[config.mk]
export PLATFORM = sky130hd
export DESIGN_NAME = mdu
export DESIGN_NICKNAME = d
export VERILOG_FILES = /design/src/rtl/mdu_pkg.sv /design/src/rtl/mdu.sv
export SDC_FILE = /design/constraint.sdc
export NUM_CORES = 1
export LEC_CHECK = 0
export BUFFER_PORTS_ARGS = -buffer_cell sky130_fd_sc_hd__buf_2
export CAP_MARGIN = 20
export CORE_ASPECT_RATIO = 0.8
export CORE_UTILIZATION = 55
export DETAILED_ROUTE_END_ITERATION = 10
export PLACE_DENSITY = 0.78
export SETUP_SLACK_MARGIN = 0.3
export SLEW_MARGIN = 0
export SYNTH_ARGS = -nofsm -noshare
export SYNTH_HDL_FRONTEND = slang
export SYNTH_SLANG_ARGS = --single-unit
[constraint.sdc]
create_clock -name i_Clock -period 6.3 [get_ports i_Clock]
set_input_delay 0.945 -clock i_Clock [delete_from_list [all_inputs] [get_ports i_Clock]]
set_output_delay 0.945 -clock i_Clock [all_outputs]
set_load 0.01 [all_outputs]
[src/rtl/mdu_pkg.sv]
// Shared encodings for the iterative multiply/divide unit.
package mdu_pkg;

  localparam logic [2:0] MDU_MULT  = 3'b000;
  localparam logic [2:0] MDU_MULTU = 3'b001;
  localparam logic [2:0] MDU_DIV   = 3'b010;
  localparam logic [2:0] MDU_DIVU  = 3'b011;
  localparam logic [2:0] MDU_MTHI  = 3'b100;
  localparam logic [2:0] MDU_MTLO  = 3'b101;

  typedef enum logic [1:0] {
    ST_IDLE = 2'd0,
    ST_RUN  = 2'd1,
    ST_FIN  = 2'd2
  } mdu_state_e;

endpackage

[src/rtl/mdu.sv]
// Iterative MIPS multiply/divide unit: shift-add multiply and restoring divide
// share one 2W-bit accumulator and one adder/subtractor; holds HI/LO.
module mdu
  import mdu_pkg::*;
#(
  parameter int DATA_WIDTH = 32
) (
  input  logic                  i_Clock,
  input  logic                  i_Reset,
  input  logic                  i_Start,
  input  logic [2:0]            i_Op,
  input  logic [DATA_WIDTH-1:0] i_Data_1,
  input  logic [DATA_WIDTH-1:0] i_Data_2,
  input  logic                  i_Flush,
  output logic                  o_Busy,
  output logic                  o_Done,
  output logic [DATA_WIDTH-1:0] o_HI,
  output logic [DATA_WIDTH-1:0] o_LO
);

  localparam int W         = DATA_WIDTH;
  localparam int CNT_WIDTH = $clog2(DATA_WIDTH);

  function automatic logic [W-1:0] cond_neg(input logic [W-1:0] v, input logic neg);
    return neg ? -v : v;
  endfunction

  mdu_state_e           state_q, state_d;
  logic [2*W-1:0]       acc_q, acc_d;
  logic [W-1:0]         opnd_q, opnd_d;
  logic [CNT_WIDTH-1:0] cnt_q, cnt_d;
  logic                 is_div_q, is_div_d;
  logic                 neg_res_q, neg_res_d;
  logic                 neg_rem_q, neg_rem_d;
  logic [W-1:0]         hi_q, hi_d, lo_q, lo_d;
  logic                 busy_q, busy_d, done_q, done_d;

  logic                 signed_op, a_neg, b_neg;
  logic [W:0]           add_a, add_b;
  logic [W+1:0]         alu;
  logic [2*W-1:0]       prod;

  always_comb begin
    state_d   = state_q;
    acc_d     = acc_q;
    opnd_d    = opnd_q;
    cnt_d     = cnt_q;
    is_div_d  = is_div_q;
    neg_res_d = neg_res_q;
    neg_rem_d = neg_rem_q;
    hi_d      = hi_q;
    lo_d      = lo_q;
    done_d    = 1'b0;
    signed_op = (i_Op == MDU_MULT) || (i_Op == MDU_DIV);
    a_neg     = signed_op & i_Data_1[W-1];
    b_neg     = signed_op & i_Data_2[W-1];
    prod      = neg_res_q ? -acc_q : acc_q;
    // Divide feeds the shifted partial remainder (W+1 bits); multiply feeds the high half.
    add_a     = is_div_q ? acc_q[2*W-1:W-1] : {1'b0, acc_q[2*W-1:W]};
    add_b     = {1'b0, opnd_q};
    alu       = is_div_q ? ({1'b0, add_a} - {1'b0, add_b}) : ({1'b0, add_a} + {1'b0, add_b});

    case (state_q)
      ST_IDLE: begin
        if (i_Start && !i_Flush) begin
          case (i_Op)
            MDU_MULT, MDU_MULTU, MDU_DIV, MDU_DIVU: begin
              acc_d     = {{W{1'b0}}, cond_neg(i_Data_1, a_neg)};
              opnd_d    = cond_neg(i_Data_2, b_neg);
              is_div_d  = i_Op[1];
              // A zero divisor leaves the all-ones quotient unnegated.
              neg_res_d = (a_neg ^ b_neg) & (i_Data_2 != '0);
              neg_rem_d = a_neg;
              cnt_d     = '0;
              state_d   = ST_RUN;
            end
            MDU_MTHI: hi_d = i_Data_1;
            MDU_MTLO: lo_d = i_Data_1;
            default: ;
          endcase
        end
      end
      ST_RUN: begin
        if (i_Flush) begin
          state_d = ST_IDLE;
        end else begin
          if (is_div_q) begin
            if (!alu[W+1]) acc_d = {alu[W-1:0], acc_q[W-2:0], 1'b1};
            else           acc_d = {acc_q[2*W-2:0], 1'b0};
          end else begin
            if (acc_q[0]) acc_d = {alu[W:0], acc_q[W-1:1]};
            else          acc_d = {1'b0, acc_q[2*W-1:1]};
          end
          cnt_d = cnt_q + CNT_WIDTH'(1);
          if (cnt_q == CNT_WIDTH'(W - 1)) state_d = ST_FIN;
        end
      end
      ST_FIN: begin
        state_d = ST_IDLE;
        if (!i_Flush) begin
          // With a zero divisor the remainder has shifted in the whole dividend.
          if (is_div_q) begin
            lo_d = cond_neg(acc_q[W-1:0], neg_res_q);
            hi_d = cond_neg(acc_q[2*W-1:W], neg_rem_q);
          end else begin
            {hi_d, lo_d} = prod;
          end
          done_d = 1'b1;
        end
      end
      default: state_d = ST_IDLE;
    endcase
    busy_d = (state_d != ST_IDLE);
  end

  always_ff @(posedge i_Clock or posedge i_Reset) begin
    if (i_Reset) begin
      state_q <= ST_IDLE;
      hi_q    <= '0;
      lo_q    <= '0;
      busy_q  <= 1'b0;
      done_q  <= 1'b0;
    end else begin
      state_q <= state_d;
      hi_q    <= hi_d;
      lo_q    <= lo_d;
      busy_q  <= busy_d;
      done_q  <= done_d;
    end
  end

  always_ff @(posedge i_Clock) begin
    acc_q     <= acc_d;
    opnd_q    <= opnd_d;
    cnt_q     <= cnt_d;
    is_div_q  <= is_div_d;
    neg_res_q <= neg_res_d;
    neg_rem_q <= neg_rem_d;
  end

  assign o_Busy = busy_q;
  assign o_Done = done_q;
  assign o_HI   = hi_q;
  assign o_LO   = lo_q;

endmodule

# ---- Word-level counts from Yosys, hierarchy flattened
# Index checks and enable logic that the tools add are counted.
dict set report word_totals {
  out_inout_bits 66
  word_cells 86
  reg_bits 172
}
dict set report classes {
  reduce_logical 14
  n_mux 35
  n_bitwise 4
  n_addsub 8
  n_eq_ne 14
}
# cell count
set ops {}
lappend ops {{two-way mux 64 bit} 7}
lappend ops {{two-way mux 32 bit} 12}
lappend ops {{negation 32 bit} 4}
lappend ops {{one-hot mux 32 bit (2 select lines)} 2}
lappend ops {{one-hot mux 64 bit (2 select lines)} 1}
lappend ops {{negation 64 bit} 1}
lappend ops {{adder 33 x 32 -> 34 bit} 1}
lappend ops {{two-way mux 34 bit} 1}
lappend ops {{subtractor 33 x 32 -> 34 bit} 1}
lappend ops {{two-way mux 33 bit} 1}
lappend ops {{nonzero test 32 bit} 1}
lappend ops {{two-way mux 5 bit} 3}
lappend ops {{AND reduction 4 bit} 3}
lappend ops {{one-hot mux 5 bit (2 select lines)} 1}
lappend ops {{two-way mux 2 bit} 4}
lappend ops {{equality test 3 x 2 -> 1 bit (second input constant)} 2}
lappend ops {{equality test 3 bit (second input constant)} 2}
lappend ops {{inequality test 2 x 1 -> 1 bit (second input constant)} 3}
lappend ops {{inequality test 2 bit (second input constant)} 3}
lappend ops {{nonzero test 2 bit} 3}
lappend ops {{adder 5 x 1 -> 5 bit (second input constant)} 1}
lappend ops {{equality test 5 bit (second input constant)} 1}
lappend ops {{one-hot mux 2 bit (2 select lines)} 1}
lappend ops {{OR reduction 4 bit} 1}
lappend ops {{12 further kinds} 15}

# ---- Depth between registers and ports, before layout
# Gate-level depths: netlist of the first run.
dict set report depth {
  depth_word 7
  depth_mapped 20
  depth_no_buf 18
}

# ---- Worst setup path before layout of the first run
# No wires, ideal clock.
dict set report synth_timing {
  path_kind {input to register}
  startpoint {in i_Flush}
  endpoint {reg acc_q[0] (enable)}
  slack_ps -99
  arrival_ps 5807
  path_stages 1
  n_path_buf 0
  cell_sequence {o21ai_0}
}
dict set report synth_between {
  elab_chain_cells 4
}
# item line_no
set synth_lines {}
lappend synth_lines {{from (decl)} mdu.sv:14} ;# input logic i_Flush,
lappend synth_lines {{zero test 1 bit} --}
lappend synth_lines {{logical AND 1 bit} mdu.sv:65} ;# if (i_Start && !i_Flush) begin
lappend synth_lines {{inequality test 2 bit (no line)} --}
lappend synth_lines {{AND reduction 4 bit (no line) *} --}
lappend synth_lines {{to (signal assigned)} mdu.sv:133} ;# acc_q <= acc_d;
lappend synth_lines {{to (decl)} mdu.sv:29} ;# logic [2*W-1:0] acc_q, acc_d;
# Every way passes the cells marked *; elsewhere a longest branch is shown, timed or not.
# A chain may end at the register's enable or synchronous reset.

# ---- Final worst setup path of the first run
dict set report layout_timing {
  startpoint {reg opnd_q[3]}
  endpoint {reg acc_q[40] (data pin)}
}
dict set report layout_between {
  elab_chain_cells 6
}
# item line_no
set layout_lines {}
lappend layout_lines {{from (decl)} mdu.sv:30} ;# logic [W-1:0] opnd_q, opnd_d;
lappend layout_lines {{from (signal assigned)} mdu.sv:134} ;# opnd_q <= opnd_d;
lappend layout_lines {{adder 33 x 32 -> 34 bit / subtractor 33 x 32 -> 34 bit (equally long branches)} mdu.sv:61} ;# alu = is_div_q ? ({1'b0, add_a} - {1'b0, add_b}) : ({1'b0, add_a} + {1'b0, add_b});
lappend layout_lines {{two-way mux 34 bit *} mdu.sv:61}
lappend layout_lines {{two-way mux 64 bit, on equally long branches} {mdu.sv:91, mdu.sv:88}}
lappend layout_lines {{two-way mux 64 bit *} mdu.sv:87} ;# if (is_div_q) begin
lappend layout_lines {{two-way mux 64 bit *} mdu.sv:84} ;# if (i_Flush) begin
lappend layout_lines {{one-hot mux 64 bit (2 select lines) *} mdu.sv:63} ;# case (state_q)
# Every way passes the cells marked *; elsewhere a longest branch is shown, timed or not. The select of a mux whose other input is x is not followed.

==> metrics.md, run 1 <==
| Metric | Value |
|---|---|
| Status | `complete, no violations` |
| Synth area leaders | `edfxtp_1 23%, dfrtp_1 13%, xnor2_1 7.1%` |
| Max VDD drop | `0.000199 V` |
| Dominant cell type by area after synthesis | `edfxtp_1` |
| Post-synth EDFFs | `104` |
| Worst path cell trace | `or4_1 > nor4_4 > nand2_1 > nor2_1 > a21oi_1 > xnor2_1 > ha_1 > a21oi_1 > o21ai_0 > a211oi_1 > o21ai_0 > a21oi_1 > o21ai_2 > buf_4 > o21ai_2 > buf_4 > mux2i_1 > a21oi_1` |
| Power Density | `236 nW/um^2` |
| First-pass GRT wire length | `61800 um` |
| Critical path peak fanout | `24` |
| Total core area | `24300 um^2` |
| Pre-antenna DRT Iters | `6` |
| Crit path to | `acc_q[40]` |
| Worst skew pair latency | `0.45 ns` |
| Post-synth top area share | `0.230` |
| Antenna violations before repair | `0` |
| Final setup vio count | `0` |
| Pin count of the biggest net entering global routing | `69` |
| CTS tree | `built` |
| Final total power | `3.58 mW` |
| RSZ-0062 raised after global routing | `no` |
| Cell Rows | `51` |
| Gpl congestion | `0.937` |
| GRT Util Overall | `0.314` |
| Cells after synthesis | `1578` |
| Syn nets | `1689` |
| Hpwl dp | `29100 um` |
| # placed instances | `1954` |
| Initial DRC count | `1416` |
| Tcrit/Tclk final | `0.818` |
| Die area | `25300 um^2` |
| Clock skew | `0.0123 ns` |
| Vias in the first global route | `11.3k` |
| Port buffer count | `136` |
| Max Freq | `0.194 GHz` |
| CP required | `6.47 ns` |
| Synth Cell Area | `13600 um^2` |
| Worst setup SP type | `flop` |
| Chip width | `178 um` |
| Avg Vias per Cell | `6.32` |
| Largest stage delay, worst path | `0.62 ns` |
| Worst min path class | `reg2reg` |
| Sequential share of the synthesized area | `0.355` |
| Flop2flop setup slack | `1.14 ns` |
| Most common cell on crit path | `a21oi_1` |
| Most frequent cell after synthesis | `a21oi_1` |
| Top post-synthesis cells by count | `180 x a21oi_1, 143 x nor2_1, 140 x nand2_1, 110 x xnor2_1, 107 x o21ai_0` |
| Ys flop type | `edfxtp_1` |
| Setup tns final | `0 ns` |
| Drc violations | `0` |
| Worst Path Arrival | `5.33 ns` |
| Post-cts resize count | `0` |
| CTS clock-pin slew for the worst setup and hold paths | `0.08 ns` |
| Worst setup path startpoint | `opnd_q[3]` |
| CP Class | `reg2reg` |
| Postcts setup bufs | `0` |
| Root buf cell | `clkbuf_16` |
| Ratio of cells with drive above 1 in the final layout | `0.154` |
| Mapped Avg Cell Area | `8.61 um^2` |
| H-tree levels | `4` |
| Area growth, synth to finish | `11.6%` |
| Synth warn | `0` |
| Max stage delay cell, worst path | `or4_1` |
| Average wire per standard cell | `20.1 um` |
| Setup crit end kind | `flop` |
| Synth unique cells | `68` |
| Post-synth ARST share | `0.395` |
| Footprint of the multi-input gates | `8300 um^2` |
| Register area | `4820 um^2` |
| Reg-to-Reg Start | `opnd_q[3]` |
| Final min period | `5.16 ns` |
| Relative slew slack | `0.303` |
| Number of max-cap violations | `0` |
| Num CTS Buffers | `17` |
| Layout Cells excl Fill | `1987` |
| Endpoints failing hold | `0` |
| Vias | `12.6k` |
| Worst r2r dst | `acc_q[40]` |
| Fin. max-slew vios | `0` |
| Worst Max-Slew Pin Slew | `1.05 ns` |
| Post-DRT Antenna Nets | `0` |
| Initial core utilization | `0.559` |
| Post-route core utilization | `0.624` |
| DRT Wirelength | `39900 um` |
| Die H | `143 um` |
| Post-CTS Hold Fix Bufs | `0` |
| # IOs | `137` |
| # clock sinks | `172` |
| Clk buf depth | `2` |
| Seq cells post-synth | `172` |
| # fillers | `2049` |
| Reg2reg path depth | `18` |
| Final global-route overflow total | `0` |
| Antenna Cells | `0` |
| Layout Nets | `1767` |
| Total leakage power | `6.19 nW` |
[metrics by stage]
step,worst slack [ns],hold slack (ns),cell area (um^2)
final,1.14,0.475,15200
after floorplan,1.77,0.516,13600
after detailed placement,1.38,0.461,14500
after global routing,0.740,0.508,15200
after CTS,1.31,0.478,15100
after global placement,1.46,0.458,14500
[registers in the layout, summed over array words and instances (netlist names)]
name and cells:
acc_q 64, cnt_q 5, is_div_q 1, neg_rem_q 1
neg_res_q 1, o_Busy 1, o_Done 1, o_HI 32
o_LO 32, opnd_q 32, state_q 2
[critical path, delay by kind of cell, from the launching register on]
family	cells	cell delay, ns
AND/OR/NAND/NOR	4	1.41
buffers and inverters	2	0.56
adder cells (fa/ha/maj)	1	0.42
flip-flops	1	0.45
AO/OA/AOI/OAI	9	1.64
XOR/XNOR	1	0.15
multiplexers	1	0.23
[cells in the final DEF, fill, tap and decap left out, types with 19 or more instances in the layout]
cell and n:
a211oi_1 19, a21oi_1 180, and3_1 19, buf_2 136
buf_4 20, dfrtp_1 68, edfxtp_1 104, ha_1 39
inv_1 32, mux2_2 41, mux2i_1 60, nand2_1 140
nand3_1 19, nor2_1 143, nor3_1 37, o21ai_0 106
o21ai_1 31, o31ai_1 36, xnor2_1 110, xor2_1 68
[power by group]
group	leakage (nW)	total (mW)	internal [mW]	switching [mW]
Sequential	1.83	1.49	1.36	0.132
Combinational	4.06	0.975	0.400	0.575
Clock	0.303	1.11	0.561	0.552
[final cells by class]
type / count / share of cell area
Multi-Input combinational cell: 1273 / 0.547
Sequential cell: 172 / 0.318
Timing Repair Buffer: 159 / 0.0588
Clock buffer: 18 / 0.0297
Tap cell: 318 / 0.0262
Clock inverter: 14 / 0.0116
Inverter: 33 / 0.00817
[cells by family (layout without fill, tap and decap cells)]
logic type	after synthesis	after routing	synth area share
flops	172	172	0.355
mux	101	101	0.0782
fa+ha+maj	40	40	0.0374
xor+xnor	178	178	0.115
simple gates	483	483	0.171
compound gates	471	471	0.206
buf+inv	133	224	0.0377
[how the worst min path moves through the flow]
stage | depth (start not counted) | startpoint | to
after floorplan | 2 | o_HI[5] | o_HI[5]
final | 2 | o_LO[1] | o_LO[1]
after CTS | 1 | o_LO[21] | o_LO[21]
after global placement | 2 | o_LO[7] | o_LO[7]
after detailed placement | 1 | o_LO[21] | o_LO[21]
after global routing | 2 | o_LO[10] | o_LO[10]
[routing by layer]
metal | track usage | share of wire
met1 | 0.467 | 0.44
met3 | 0.0558 | 0.095
met4 | 0.106 | 0.027
met2 | 0.457 | 0.43
met5 | 0 | 0
Power figures use the tool's default switching activity.
==> run 2: changes to the inputs <==
ABC_AREA = 1   (was unset)
CORE_UTILIZATION = 56   (was 55)
PLACE_DENSITY = 0.79   (was 0.78)
clock period = 4.2 ns   (was 6.3 ns; I/O delays follow)
==> metrics.md, run 2 <==
| Metric | Value |
|---|---|
| Endpoints failing hold | `0 (unchanged)` |
| Commonest non-fill, non-tap cells in the layout | `419 x nand2_1, 322 x nor2_1, 240 x inv_1` |
| CTS clock-pin slew for the worst setup and hold paths | `0.08 ns (about the same)` |
| Worst setup SP type | `flop` |
| CTS tree | `built` |
| Buf+Inv Stages, Crit Path | `5 (+3)` |
| Final min period | `3.79 ns (-1.37 ns)` |
| Initial core utilization | `0.574 (+0.0152)` |
| Max VDD drop | `0.000403 V (+100%)` |
| Vias in the first global route | `14.8k (+30%)` |
| DP Worst Slack | `0.0628 ns (-1.32 ns)` |
| Setup WS post-layout | `0.410 ns (-0.734 ns)` |
| Worst path cell trace | `inv_2 > ha_2 > nand2_2 > nor2_4 > nand2_1 > o31ai_2 > xnor2_1 > inv_1 > ha_1 > nand2_1 > o21ai_0 > a21oi_1 > inv_1 > nand2_2 > nand4_1 > buf_4 > buf_4 > nand3_1 > nand3_1 > a21oi_1` |
| Clk buf depth | `2 (unchanged)` |
| Total leakage power | `7.51 nW (+21%)` |
| Setup tns final | `0 ns (unchanged)` |
| Flop2flop setup slack | `0.41 ns (-0.73 ns)` |
| Port buffer count | `136 (unchanged)` |
| DRT Wirelength | `58600 um (+47%)` |
| Worst skew pair latency | `0.45 ns (about the same)` |
| Antenna Cells | `0 (unchanged)` |
| Sequential share of the synthesized area | `0.318 (-0.0366)` |
| Power Density | `326 nW/um^2 (+38%)` |
| Post-synth EDFFs | `104 (unchanged)` |
| Largest delay contributor family on the critical path | `simple AND/OR/NAND/NOR gates` |
| Final setup vio count | `0 (unchanged)` |
| H-tree levels | `4 (unchanged)` |
| # clock sinks | `172 (unchanged)` |
| Post-CTS Hold Fix Bufs | `0 (unchanged)` |
| Post-synth top area share | `0.206 (-0.0237)` |
| Mapped Avg Cell Area | `6.69 um^2 (-22%)` |
| Number of max-cap violations | `0 (unchanged)` |
| Gpl congestion | `1.02 (+9.3%)` |
| Antenna violations before repair | `0 (unchanged)` |
| Post-synth ARST share | `0.395 (unchanged)` |
| Area growth, synth to finish | `13.6%` |
| Critical path peak fanout | `6 (-75%)` |
| # IOs | `137 (unchanged)` |
| Hold WS | `0.376 ns (-0.0990 ns)` |
| Internal power | `3.49 mW (+51%)` |
| Reg-to-Reg Start | `opnd_q[0]` |
| Num CTS Buffers | `17 (unchanged)` |
| Synth unique cells | `48 (-29%)` |
| CP Class | `reg2reg` |
| Clock skew | `0.0121 ns (-0.000232 ns)` |
| First-pass GRT wire length | `86000 um (+39%)` |
| Max Freq | `0.264 GHz (+36%)` |
| Syn nets | `2377 (+41%)` |
| Fin. max-slew vios | `0 (unchanged)` |
| Cells after synthesis | `2266 (+44%)` |
| Comb pwr share | `0.308 (+0.036)` |
| Root buf cell | `clkbuf_16` |
| Switch share | `0.376 (+0.0243)` |
| RSZ-0062 raised after global routing | `yes` |
| Reg2reg path depth | `20 (+2)` |
| Seq cells post-synth | `172 (unchanged)` |
| Max reg flops | `64 (unchanged)` |
| Synth area leaders | `edfxtp_1 21%, dfrtp_1 11%, nand2_1 11%` |
| NetSw | `2.11 mW (+67%)` |
| Drc violations | `0 (unchanged)` |
| Total core area | `26400 um^2 (+8.6%)` |
| Cell Rows | `53 (+3.9%)` |
| Initial DRC count | `2705 (+91%)` |
| Worst Max-Slew Pin Slew | `1.11 ns (+0.0667 ns)` |
| Die H | `149 um (+4.6%)` |
| Tcrit/Tclk final | `0.902 (+0.0839)` |
| Commonest non-fill, non-tap cell in the layout | `nand2_1` |
| Relative slew slack | `0.252 (-0.0513)` |
| Hpwl dp | `45000 um (+54%)` |
| Sequential power share | `0.402 (-0.014)` |
| Status | `complete, no violations` |
| CP required | `4.36 ns (-2.11 ns)` |
| Max stage delay cell, worst path | `ha_1` |
| Final global-route overflow total | `0 (unchanged)` |
| Die area | `27700 um^2 (+9.4%)` |
| Pre-antenna DRT Iters | `7 (+1)` |
| Pin count of the biggest net entering global routing | `89 (+29%)` |
| Synth warn | `0 (unchanged)` |
| # fillers | `2471 (+21%)` |
| Clk pwr share | `0.290 (-0.021)` |
| Worst min path class | `in2async` |
| Average wire per standard cell | `21.2 um (+5.9%)` |
| Synth Cell Area | `15200 um^2 (+12%)` |
| Ratio of cells with drive above 1 in the final layout | `0.140 (-0.0143)` |
| Layout Nets | `2497 (+41%)` |
| Dpl cell area | `16200 um^2 (+11%)` |
| Worst Path Arrival | `3.95 ns (-1.38 ns)` |
| Reg with most FFs | `acc_q` |
| GRT Util Overall | `0.415 (+0.101)` |
| Post-DRT Antenna Nets | `0 (unchanged)` |
| Final Cell Area | `17200 um^2 (+14%)` |
| Largest stage delay, worst path | `0.44 ns (-0.18 ns)` |
| Avg Vias per Cell | `6.22 (-1.6%)` |
| Vias | `17.1k (+36%)` |
| Worst r2r dst | `acc_q[57]` |
| Most frequent cell after synthesis | `nand2_1` |
| Setup crit end kind | `flop` |
| Top post-synthesis cells by count | `425 x nand2_1, 332 x nor2_1, 243 x inv_1, 210 x nand3_1, 184 x o21ai_0` |
| Chip width | `186 um (+4.6%)` |
| Ys flop type | `edfxtp_1` |
| Dominant cell type by area after synthesis | `edfxtp_1` |
==> run 2: worst max path at each step <==
stage               startpoint        end  cells past startpoint
floorplan             is_div_q  acc_q[52]                     21
global placement     opnd_q[0]  acc_q[32]                     19
CTS                  opnd_q[1]  acc_q[35]                     21
finish               opnd_q[0]  acc_q[57]                     20
global route        opnd_q[10]  acc_q[54]                     20
detailed placement   opnd_q[0]  acc_q[35]                     19
==> run 2: power by group through the flow <==
stage / registers [mW] / clock network (mW) / logic, mW
global route: 2.28 / 1.69 / 1.88
finish: 2.25 / 1.62 / 1.73
floorplan: 2.32 / 0 / 0.941
CTS: 2.24 / 1.62 / 1.63
detailed placement: 2.28 / 0 / 1.62
global placement: 2.27 / 0 / 1.59
==> run 2: logic make-up (layout without fill, tap and decap cells) <==
group,Yosys count,in the layout,share of synthesized area
flops,172,172,0.318
fa+ha+maj,40,40,0.0335
xor+xnor,95,95,0.0549
buf+inv,342,473,0.0884
compound gates,514,514,0.187
simple gates,1103,1105,0.318
==> run 2: per-stage QoR <==
step           utilization  power (mW)  std cells
6_report             0.652        5.60       2756
5_1_grt              0.652        5.85       2756
4_1_cts              0.637        5.50       2734
3_5_place_dp         0.612        3.89       2700
3_3_place_gp         0.612        3.86       2700
2_1_floorplan            -        3.26       2266
==> run 2: repair_timing <==
item                                    in CTS  in global routing
gates cloned                                 1                  6
buffers inserted                             1                 16
endpoints found under the setup margin      14                 33
pin swaps                                    2                 10
gates resized for setup                      9                 66
==> run 2: layer usage <==
metal  routed length (um)  GRT usage  vias to the layer above  share of wire
li1                     -          -                     7897              -
met1                25400      0.645                     7868           0.43
met2                22400      0.540                     1276           0.38
met3                 9840      0.155                       96           0.17
met4                  950     0.0701                        0          0.016
met5                    0          0                        -              0
==> run 2: final cells by class <==
class	count	area (um^2)	area share
tap	357	447	0.0259
sequential	172	4820	0.280
inverter	252	948	0.0551
clock inverter	14	140	0.00814
timing repair buffer	189	1140	0.0662
clock buffer	18	450	0.0262
multi-input combinational	1754	9270	0.538
==> run 3: changes to the inputs <==
BUFFER_PORTS_ARGS = -buffer_cell sky130_fd_sc_hd__buf_4   (was -buffer_cell sky130_fd_sc_hd__buf_2)
==> metrics.md, run 3 (same netlist as run 2, synthesis figures left out) <==
| Metric | Value |
|---|---|
| Relative slew slack | `0.272 (+0.0200)` |
| Worst r2r dst | `acc_q[46]` |
| Total leakage power | `7.61 nW (+1.4%)` |
| Worst skew pair latency | `0.45 ns (about the same)` |
| Final setup vio count | `0 (unchanged)` |
| Flop2flop setup slack | `0.41 ns (about the same)` |
| WHS Path Cells | `2` |
| Vias in the first global route | `15.0k (+1.5%)` |
| Avg Vias per Cell | `6.23 (+0.18%)` |
| Average wire per standard cell | `21.1 um (-0.79%)` |
| RSZ-0062 raised after global routing | `yes` |
| Die H | `149 um (unchanged)` |
| Commonest non-fill, non-tap cell in the layout | `nand2_1` |
| First-pass GRT wire length | `86600 um (+0.80%)` |
| Antenna violations before repair | `0 (unchanged)` |
| Hold WS | `0.357 ns (-0.0187 ns)` |
| Number of max-cap violations | `0 (unchanged)` |
| H-tree levels | `4 (unchanged)` |
| Hpwl dp | `44700 um (-0.60%)` |
| Max Freq | `0.264 GHz (-0.11%)` |
| Worst Path Arrival | `4.08 ns (+0.13 ns)` |
| Root buf cell | `clkbuf_16` |
| # IOs | `137 (unchanged)` |
| Area growth, synth to finish | `16.0%` |
| Setup tns final | `0 ns (unchanged)` |
| Ratio of cells with drive above 1 in the final layout | `0.142 (+0.00220)` |
| Power Density | `326 nW/um^2 (about the same)` |
| Reg2reg path depth | `16 (-20%)` |
| HP Start | `i_Flush` |
| Post-CTS Hold Fix Bufs | `0 (unchanged)` |
| Tcrit/Tclk final | `0.903 (+0.00104)` |
| Worst Max-Slew Pin Slew | `1.08 ns (-0.0298 ns)` |
| Max VDD drop | `0.000317 V (-21%)` |
| Clk buf depth | `2 (unchanged)` |
| Status | `complete, no violations` |
| Gpl congestion | `1.08 (+5.0%)` |
| CP Class | `reg2reg` |
| Vias | `17.2k (+0.11%)` |
| CTS clock-pin slew for the worst setup and hold paths | `0.08 ns (about the same)` |
| DRT Wirelength | `58100 um (-0.86%)` |
| Max reg flops | `64 (unchanged)` |
| Final min period | `3.79 ns (+0.00435 ns)` |
| Reg-to-Reg Start | `opnd_q[17]` |
| Initial DRC count | `2533 (-6.4%)` |
| Reg with most FFs | `acc_q` |
| Worst min path class | `in2reg` |
| CP required | `4.49 ns (+0.13 ns)` |
| Post-DRT Antenna Nets | `0 (unchanged)` |
| GRT Util Overall | `0.419 (+0.00367)` |
| Clock skew | `0.0164 ns (+0.00430 ns)` |
| Cell Rows | `53 (unchanged)` |
| Pre-antenna DRT Iters | `8 (+1)` |
| Endpoints failing hold | `0 (unchanged)` |
| Num CTS Buffers | `17 (unchanged)` |
| Worst setup SP type | `flop` |
| Initial core utilization | `0.574 (unchanged)` |
| Setup crit end kind | `flop` |
| Drc violations | `0 (unchanged)` |
| Hold endpoint | `o_Done` |
| CTS tree | `built` |
| Die area | `27700 um^2 (unchanged)` |
| Critical path peak fanout | `5 (-1)` |
| Commonest non-fill, non-tap cells in the layout | `418 x nand2_1, 321 x nor2_1, 240 x inv_1` |
| Layout Nets | `2495 (-0.080%)` |
| Antenna Cells | `0 (unchanged)` |
| Pin count of the biggest net entering global routing | `84 (-5.6%)` |
| # clock sinks | `172 (unchanged)` |
| Total core area | `26400 um^2 (unchanged)` |
| Port buffer count | `136 (unchanged)` |
| Chip width | `186 um (unchanged)` |
| Final global-route overflow total | `0 (unchanged)` |
| Fin. max-slew vios | `0 (unchanged)` |
[run 3: layout make-up]
| type | count | area, um^2 |
|---|---|---|
| timing repair buffer | 187 | 1460 |
| fill | 2385 | 8810 |
| tap | 357 | 447 |
| clock inverter | 15 | 149 |
| clock buffer | 17 | 425 |
| multi-input combinational | 1754 | 9330 |
| inverter | 252 | 946 |
| sequential | 172 | 4820 |
[run 3: worst max path at each step]
stage                from   endpoint  slack (ns)  cells after the start
2_1_floorplan    is_div_q  acc_q[52]        0.59                     21
3_3_place_gp    opnd_q[0]  acc_q[35]        0.07                     19
3_5_place_dp    opnd_q[0]  acc_q[32]       -0.03                     19
4_1_cts         opnd_q[1]  acc_q[55]        0.33                     22
5_1_grt         opnd_q[2]  acc_q[46]        0.19                     18
6_report       opnd_q[17]  acc_q[46]        0.41                     16
[run 3: layer usage]
layer  up-vias  track usage  part of all wire
met4         0       0.0836             0.017
met3       104        0.178              0.17
met5         -            0                 0
li1       7864            -                 -
met2      1303        0.550              0.39
met1      7884        0.628              0.43
[run 3: power by group]
part	switching, mW	internal [mW]
combinational	1.13	0.720
clock	0.813	0.793
sequential	0.210	2.06
[run 3: metrics by stage]
stage                     cell area, um^2  cells  worst slack (ns)  power (mW)   util
after floorplan                     15200   2266             0.586        3.26      -
after global placement              16500   2703            0.0723        3.99  0.626
after detailed placement            16500   2703           -0.0251        4.02  0.626
after CTS                           17200   2740             0.333        5.61  0.651
after global routing                17600   2754             0.191        5.95  0.666
final                               17600   2754             0.406        5.73  0.666
[run 3: critical path, stage by stage (launching register included)]
cell and delay (ns):
edfxtp_1 0.51, nor2_1 0.19, inv_1 0.09, nor3_1 0.30, a31oi_1 0.29, a21oi_1 0.25, xnor2_1 0.14, inv_1 0.06
ha_1 0.35, nand3_1 0.11, nand3_1 0.17, nor2_2 0.26, nand4_1 0.27, buf_4 0.27, nand3_1 0.11, nand3_1 0.11
a21oi_1 0.16
[run 3: timing repair]
| action | CTS | global route |
|---|---|---|
| hold endpoints to repair | 0 | 0 |
| buffers inserted | 3 | 12 |
| gates resized for setup | 8 | 74 |
| cloned | 2 | 2 |
| pin swaps | 5 | 20 |
| setup endpoints to repair | 33 | 33 |
